## src/rtl/snake_engine_grid.sv

```systemverilog
`timescale 1ns/1ps
// snake_engine_grid: grid snake game engine (body, apple, score, game FSM)
// with a registered per-pixel RGB output driven from VGA timing.
module snake_engine_grid #(
    parameter int CELL_LOG2 = 4,
    parameter int GRID_W    = 40,
    parameter int GRID_H    = 30,
    parameter int MAX_LEN   = 32,
    parameter int START_LEN = 4,
    parameter int SCORE_W   = 8
) (
    input  logic               CLK_100MHz,
    input  logic               Reset,
    input  logic               tick,
    input  logic               go,
    input  logic [1:0]         dir,
    input  logic [10:0]        randX,
    input  logic [10:0]        randY,
    input  logic [10:0]        CurrentX,
    input  logic [10:0]        CurrentY,
    input  logic               HBlank,
    input  logic               VBlank,
    output logic [3:0]         RED,
    output logic [3:0]         GREEN,
    output logic [3:0]         BLUE,
    output logic [SCORE_W-1:0] score,
    output logic [1:0]         state
);
    // state  | meaning
    // IDLE   | waiting for go, snake parked at its start position
    // RUN    | moving one cell per tick
    // OVER   | collision seen, body frozen, go returns to IDLE
    typedef enum logic [1:0] {S_IDLE = 2'b00, S_RUN = 2'b01, S_OVER = 2'b10} state_t;

    localparam int          LEN_W     = $clog2(MAX_LEN + 1);
    localparam logic [10:0] C_MAX_X   = 11'(GRID_W - 1);
    localparam logic [10:0] C_MAX_Y   = 11'(GRID_H - 1);
    localparam logic [10:0] C_HEAD_X  = 11'(GRID_W / 2);
    localparam logic [10:0] C_HEAD_Y  = 11'(GRID_H / 2);
    localparam logic [10:0] C_APPLE_X = 11'(3 * GRID_W / 4);
    localparam logic [1:0]  D_UP = 2'd0, D_RIGHT = 2'd1, D_DOWN = 2'd2, D_LEFT = 2'd3;

    state_t              r_state, w_state_nxt;
    logic [10:0]         r_seg_x [MAX_LEN];
    logic [10:0]         r_seg_y [MAX_LEN];
    logic [LEN_W-1:0]    r_len;
    logic [1:0]          r_heading, r_pend_dir;
    logic [10:0]         r_apple_x, r_apple_y;
    logic                r_apple_pend;
    logic [SCORE_W-1:0]  r_score;
    logic [11:0]         r_rgb;

    logic                w_restart, w_move, w_step, w_collide, w_hit_body, w_eat, w_apple_ok;
    logic [10:0]         w_nh_x, w_nh_y, w_cx, w_cy;
    logic [1:0]          w_heading_eff;
    logic                w_on_head, w_on_body, w_on_apple, w_on_border;
    logic [11:0]         w_rgb_nxt;

    assign w_restart = (r_state == S_OVER) && go;
    assign w_move    = (r_state == S_RUN) && tick;
    assign w_step    = w_move && !w_collide;

    // The move goes in the already reversal-filtered pending direction.
    always_comb begin
        w_nh_x = r_seg_x[0];
        w_nh_y = r_seg_y[0];
        case (r_pend_dir)
            D_UP:    w_nh_y = r_seg_y[0] - 11'd1;
            D_RIGHT: w_nh_x = r_seg_x[0] + 11'd1;
            D_DOWN:  w_nh_y = r_seg_y[0] + 11'd1;
            default: w_nh_x = r_seg_x[0] - 11'd1;
        endcase
    end

    // Self collision against seg[0..len-2]; the tail cell is vacated by the same move.
    always_comb begin
        w_hit_body = 1'b0;
        for (int k = 0; k < MAX_LEN - 1; k++) begin
            if ((LEN_W'(k + 1) < r_len) && (w_nh_x == r_seg_x[k]) && (w_nh_y == r_seg_y[k]))
                w_hit_body = 1'b1;
        end
    end

    assign w_collide = w_hit_body || (w_nh_x == 11'd0) || (w_nh_x == C_MAX_X) ||
                       (w_nh_y == 11'd0) || (w_nh_y == C_MAX_Y);
    assign w_eat     = !r_apple_pend && (w_nh_x == r_apple_x) && (w_nh_y == r_apple_y);
    assign w_apple_ok = (randX >= 11'd1) && (randX <= C_MAX_X - 11'd1) &&
                        (randY >= 11'd1) && (randY <= C_MAX_Y - 11'd1) &&
                        !((randX == r_seg_x[0]) && (randY == r_seg_y[0]));
    // Filter reversals against the heading in force after this cycle's move.
    assign w_heading_eff = w_step ? r_pend_dir : r_heading;

    // Game state register.
    always_ff @(posedge CLK_100MHz) begin
        if (Reset) r_state <= S_IDLE;
        else       r_state <= w_state_nxt;
    end

    // Game state transitions.
    always_comb begin
        w_state_nxt = r_state;
        case (r_state)
            S_IDLE:  if (go) w_state_nxt = S_RUN;
            S_RUN:   if (w_move && w_collide) w_state_nxt = S_OVER;
            S_OVER:  if (go) w_state_nxt = S_IDLE;
            default: w_state_nxt = S_IDLE;
        endcase
    end

    // Snake body, heading, apple and score.
    always_ff @(posedge CLK_100MHz) begin
        if (Reset || w_restart) begin
            for (int k = 0; k < MAX_LEN; k++) begin
                r_seg_x[k] <= (k < START_LEN) ? C_HEAD_X - 11'(k) : 11'd0;
                r_seg_y[k] <= (k < START_LEN) ? C_HEAD_Y : 11'd0;
            end
            r_len        <= LEN_W'(START_LEN);
            r_heading    <= D_RIGHT;
            r_pend_dir   <= D_RIGHT;
            r_apple_x    <= C_APPLE_X;
            r_apple_y    <= C_HEAD_Y;
            r_apple_pend <= 1'b0;
            r_score      <= '0;
        end else begin
            if (r_state == S_RUN && dir != (w_heading_eff ^ 2'b10))
                r_pend_dir <= dir;
            if (w_step) begin
                for (int k = 1; k < MAX_LEN; k++) begin
                    r_seg_x[k] <= r_seg_x[k-1];
                    r_seg_y[k] <= r_seg_y[k-1];
                end
                r_seg_x[0] <= w_nh_x;
                r_seg_y[0] <= w_nh_y;
                r_heading  <= r_pend_dir;
                if (w_eat) begin
                    if (r_len != LEN_W'(MAX_LEN)) r_len <= r_len + 1'b1;
                    if (r_score != {SCORE_W{1'b1}}) r_score <= r_score + 1'b1;
                    r_apple_pend <= 1'b1;
                end
            end
            if (r_apple_pend && w_apple_ok) begin
                r_apple_x    <= randX;
                r_apple_y    <= randY;
                r_apple_pend <= 1'b0;
            end
        end
    end

    assign w_cx = CurrentX >> CELL_LOG2;
    assign w_cy = CurrentY >> CELL_LOG2;

    // Cell classification of the current pixel.
    always_comb begin
        w_on_body = 1'b0;
        for (int k = 1; k < MAX_LEN; k++) begin
            if ((LEN_W'(k) < r_len) && (w_cx == r_seg_x[k]) && (w_cy == r_seg_y[k]))
                w_on_body = 1'b1;
        end
    end

    assign w_on_head   = (w_cx == r_seg_x[0]) && (w_cy == r_seg_y[0]);
    assign w_on_apple  = !r_apple_pend && (w_cx == r_apple_x) && (w_cy == r_apple_y);
    assign w_on_border = (w_cx == 11'd0) || (w_cx == C_MAX_X) || (w_cy == 11'd0) || (w_cy == C_MAX_Y);

    // Colour priority: blank > head > body > apple > border > black.
    always_comb begin
        w_rgb_nxt = 12'h000;
        if (HBlank || VBlank)   w_rgb_nxt = 12'h000;
        else if (w_on_head)     w_rgb_nxt = (r_state == S_OVER) ? 12'hF00 : 12'h0F0;
        else if (w_on_body)     w_rgb_nxt = (r_state == S_OVER) ? 12'hF00 : 12'h080;
        else if (w_on_apple)    w_rgb_nxt = 12'hF00;
        else if (w_on_border)   w_rgb_nxt = 12'h00F;
    end

    // Registered pixel output.
    always_ff @(posedge CLK_100MHz) begin
        if (Reset || w_restart) r_rgb <= 12'h000;
        else                    r_rgb <= w_rgb_nxt;
    end

    assign RED   = r_rgb[11:8];
    assign GREEN = r_rgb[7:4];
    assign BLUE  = r_rgb[3:0];
    assign score = r_score;
    assign state = r_state;
endmodule

```

## config.mk

```make
export PLATFORM = sky130hd
export DESIGN_NAME = snake_engine_grid
export DESIGN_NICKNAME = d
export VERILOG_FILES = /design/src/rtl/snake_engine_grid.sv
export SDC_FILE = /design/constraint.sdc
export NUM_CORES = 2
export LEC_CHECK = 0
export ABC_AREA = 1
export CAP_MARGIN = 20
export CORE_MARGIN = 2
export CORE_UTILIZATION = 35
export CTS_CLUSTER_DIAMETER = 200
export DETAILED_ROUTE_END_ITERATION = 10
export SLEW_MARGIN = 25
export SYNTH_ARGS = -nofsm -noshare
export SYNTH_HDL_FRONTEND = slang
export SYNTH_SLANG_ARGS = --single-unit
```

## constraint.sdc

```tcl
create_clock -name CLK_100MHz -period 6.89 [get_ports CLK_100MHz]
set_input_delay 2.067 -clock CLK_100MHz [delete_from_list [all_inputs] [get_ports CLK_100MHz]]
set_output_delay 2.067 -clock CLK_100MHz [all_outputs]
set_load 0.02 [all_outputs]
```

==> metrics.yaml <==
timing:
  rsz0062_at_grt: "false"
  fin_crit_ns: 6.266
  setup_viol_count_final: 0
  fin_crit_sh_pct: 90.94
  worst_slack_ns: 0.6243
  hold_violations: 0
  fin_setup_tns_ns: 0
  finClkSkew_ns: 0.04495
  clock.fmax_mhz: 159.6
  slew_headroom_pct: 21.19
  worst_pin_slew_ns: 1.178
  slew_viol_final: 0
layout:
  final_cell_mix: "nand2_1 (1439), inv_1 (902), nor2_1 (793), nand3_1 (398), edfxtp_1 (396)"
  area_growth_pct: 12.39
  fin_area_um2: 52120
  fin_nets: 6196
  final_common_cell: "nand2_1"
  instances_no_fill: 7950
  nFillCells: 13590
  drive_above_1_share_pct: 8.918
clock_tree:
  clock-root-buffer: "clkbuf_16"
  cts_tree: "built"
  insertion_delay_ns: 0.70
  cts.sinks: 751
  cts_setup_buffers: 0
  cts_resized: 0
  cts.path.max_buffers: 3
  htree_levels: 3
  cts_hold_buf: 0
  clkTransAtPathRegs_ns: 0.06
  cts_buffers: 89
global_route:
  grt_pass1_vias: 40470
  grt_pass1_wl_um: 286500
  grt_max_degree: 100
  antenna_found_initial: 6
  grt_overflow: 0
  grt_usage_pct: 28.97
synth:
  synthCells: 6097
  synth.top_cell.area_share_pct: 25.64
  netlist_top_cells_area: "edfxtp_1 (26%), dfxtp_1 (15%), nand2_1 (12%), inv_1 (7.3%), nor2_1 (6.4%)"
  ys_warn_count: 0
  async_flop_share_pct: 0
  ys_types: 59
  syn-cell-area_um2: 46370
  synthFlopType: "edfxtp_1"
  synth_area_per_cell_um2: 7.606
  synth_edf_count: 396
  synth_seq_cells: 751
  ys_seq_area_share_pct: 40.97
  syn-num-nets: 6174
  synth_largest_area_cell: "edfxtp_1"
routing:
  routed_via_density: 5.472
  antenna_left: 0
  wire_per_inst_um: 25.52
  first_pass_iters: 6
  drt_iter0_drc: 5936
  wl_um: 202900
  vias: 43500
  drc_errors: 0
pwr:
  p_leak_nw: 20.99
  p_total_mw: 13.01
  irDropWorstVdd_mv: 0.2098
  powerDensity_nw_per_um2: 249.6
die:
  ios: 74
  core_um2: 131500
  chipHeight_um: 368.0
  die_area_um2: 135400
  die-width_um: 368.0
  initial_utilization_pct: 35.27
  num_rows: 133
place:
  dpl.hpwl_um: 146300
  gp_congestion: 1.004
  place_area_um2: 49230
  placed_cells: 7783
  pre_cts_slack_ns: 0.8458
  io_buffers: 65
worst_setup_path:
  worstPathCellList: "nand2_1 -> ha_1 -> nand2_1 -> nor2_1 -> nand3_1 -> nand4_1 -> nand3_1 -> nand2_1 -> buf_4 -> nand2_1 -> nand4_1 -> nor2_1 -> nand3_1 -> nand2_1 -> nor2_1 -> nand2_1 -> nor2_4 -> nand3_4 -> nor2_4 -> inv_8 -> buf_12 -> buf_4 -> o22ai_2"
  worst_path_dominant_cell_family: "simple AND/OR/NAND/NOR gates"
  critical_path.max_fanout: 89
  endpoint_kind: "flip-flop"
  worstPathRequired_ns: 7.50
  cp_slowest_stage_delay_ns: 0.63
  cp-start-kind: "flip-flop"
  cp.arrival_ns: 6.88
  cp_slowest_cell: "nand2_1"
  path_buf_inv: 4
  crit_path_frequent_cell: "nand2_1"
  path_class: "reg -> reg"
flow_run:
  drv_cap: 0
hold_path:
  hold_path.class: "reg -> reg"
run_status:
  status: "complete, no violations"
area by class of cell:
type	instances	area [um^2]	area share (%)
Multi-Input combinational cell	4118	22290	42.78
Sequential cell	751	19000	36.45
Inverter	920	3463	6.645
Clock buffer	129	2628	5.041
Timing Repair Buffer	239	2287	4.388
Tap cell	1755	2196	4.213
Clock inverter	33	239.0	0.4585
Antenna cell	5	12.51	0.02401
sequential cells by signal (all words and copies together), names as in the netlist, 4 cells and up:
| signal | flops |
|---|---|
| r_apple_x | 11 |
| r_apple_y | 11 |
| r_len | 6 |
| r_rgb | 4 |
| r_seg_x | 352 |
| r_seg_y | 352 |
| score | 8 |
routing by layer:
| metal | global-route usage, % | share of wire (%) |
|---|---|---|
| met1 | 37.47 | 40 |
| met2 | 44.61 | 44 |
| met3 | 6.291 | 11 |
| met4 | 16.48 | 6.2 |
| met5 | 0 | 0.0064 |
path summary, 6_finish.rpt:
path / from / end / slack (ns) / cells past startpoint
max: r_pend_dir[1]$_SDFFE_PP0P_ / r_seg_x[1][64]$_SDFFE_PP0P_ / 0.62 / 23
min: r_apple_x[9]$_SDFFE_PP0P_ / r_apple_x[9]$_SDFFE_PP0P_ / 0.46 / 2
max reg2reg: r_pend_dir[1]$_SDFFE_PP0P_ / r_seg_x[1][64]$_SDFFE_PP0P_ / 0.62 / 23
min reg2reg: r_apple_x[9]$_SDFFE_PP0P_ / r_apple_x[9]$_SDFFE_PP0P_ / 0.46 / 2
Yosys cell counts, drive strengths merged (5+ instances only):
master	instances
a21oi	52
nand3	405
dfxtp	355
ha	23
o2111ai	8
xnor2	254
inv	917
nor3	41
clkbuf	58
nand2	1466
o211ai	19
xor2	270
o22ai	345
nor2	802
nor4	98
or2	5
nand3b	9
o21ai	66
buf	250
a221oi	20
nand4	200
edfxtp	396
cell families after synthesis:
kind of cell | count (synthesis) | synth area share (%)
DFF | 751 | 40.97
AOI/OAI and AO/OA | 534 | 9.498
adders and majority gates | 25 | 0.7069
and+or+nand+nor | 3035 | 27.92
xor gates and xnor gates | 524 | 9.897
buffers and inverters | 1228 | 11.01
worst register-to-register path: cells and delay by family, from the launching register on:
family                   cells  cell delay (ns)
AND/OR/NAND/NOR             17             3.67
adder cells (fa/ha/maj)      1             0.59
buffers and inverters        4             1.47
AO/OA/AOI/OAI                1             0.09
flip-flops                   1             0.40
report_power, final:
group | switching, mW | total [mW] | leakage [nW] | internal, mW
clock | 2.08 | 4.77 | 1.41 | 2.69
sequential | 0.160 | 5.03 | 6.95 | 4.87
combinational | 2.37 | 3.21 | 12.6 | 0.846
per-stage QoR:
stage	utilization [%]	hold WS, ns
CTS	39.63	0.4561
floorplan	-	0.4359
global placement	37.45	0.4449
finish	39.65	0.4562
global route	39.64	0.4754
detailed placement	37.45	0.4461
Note: power is estimated with default switching activity, not from simulation.
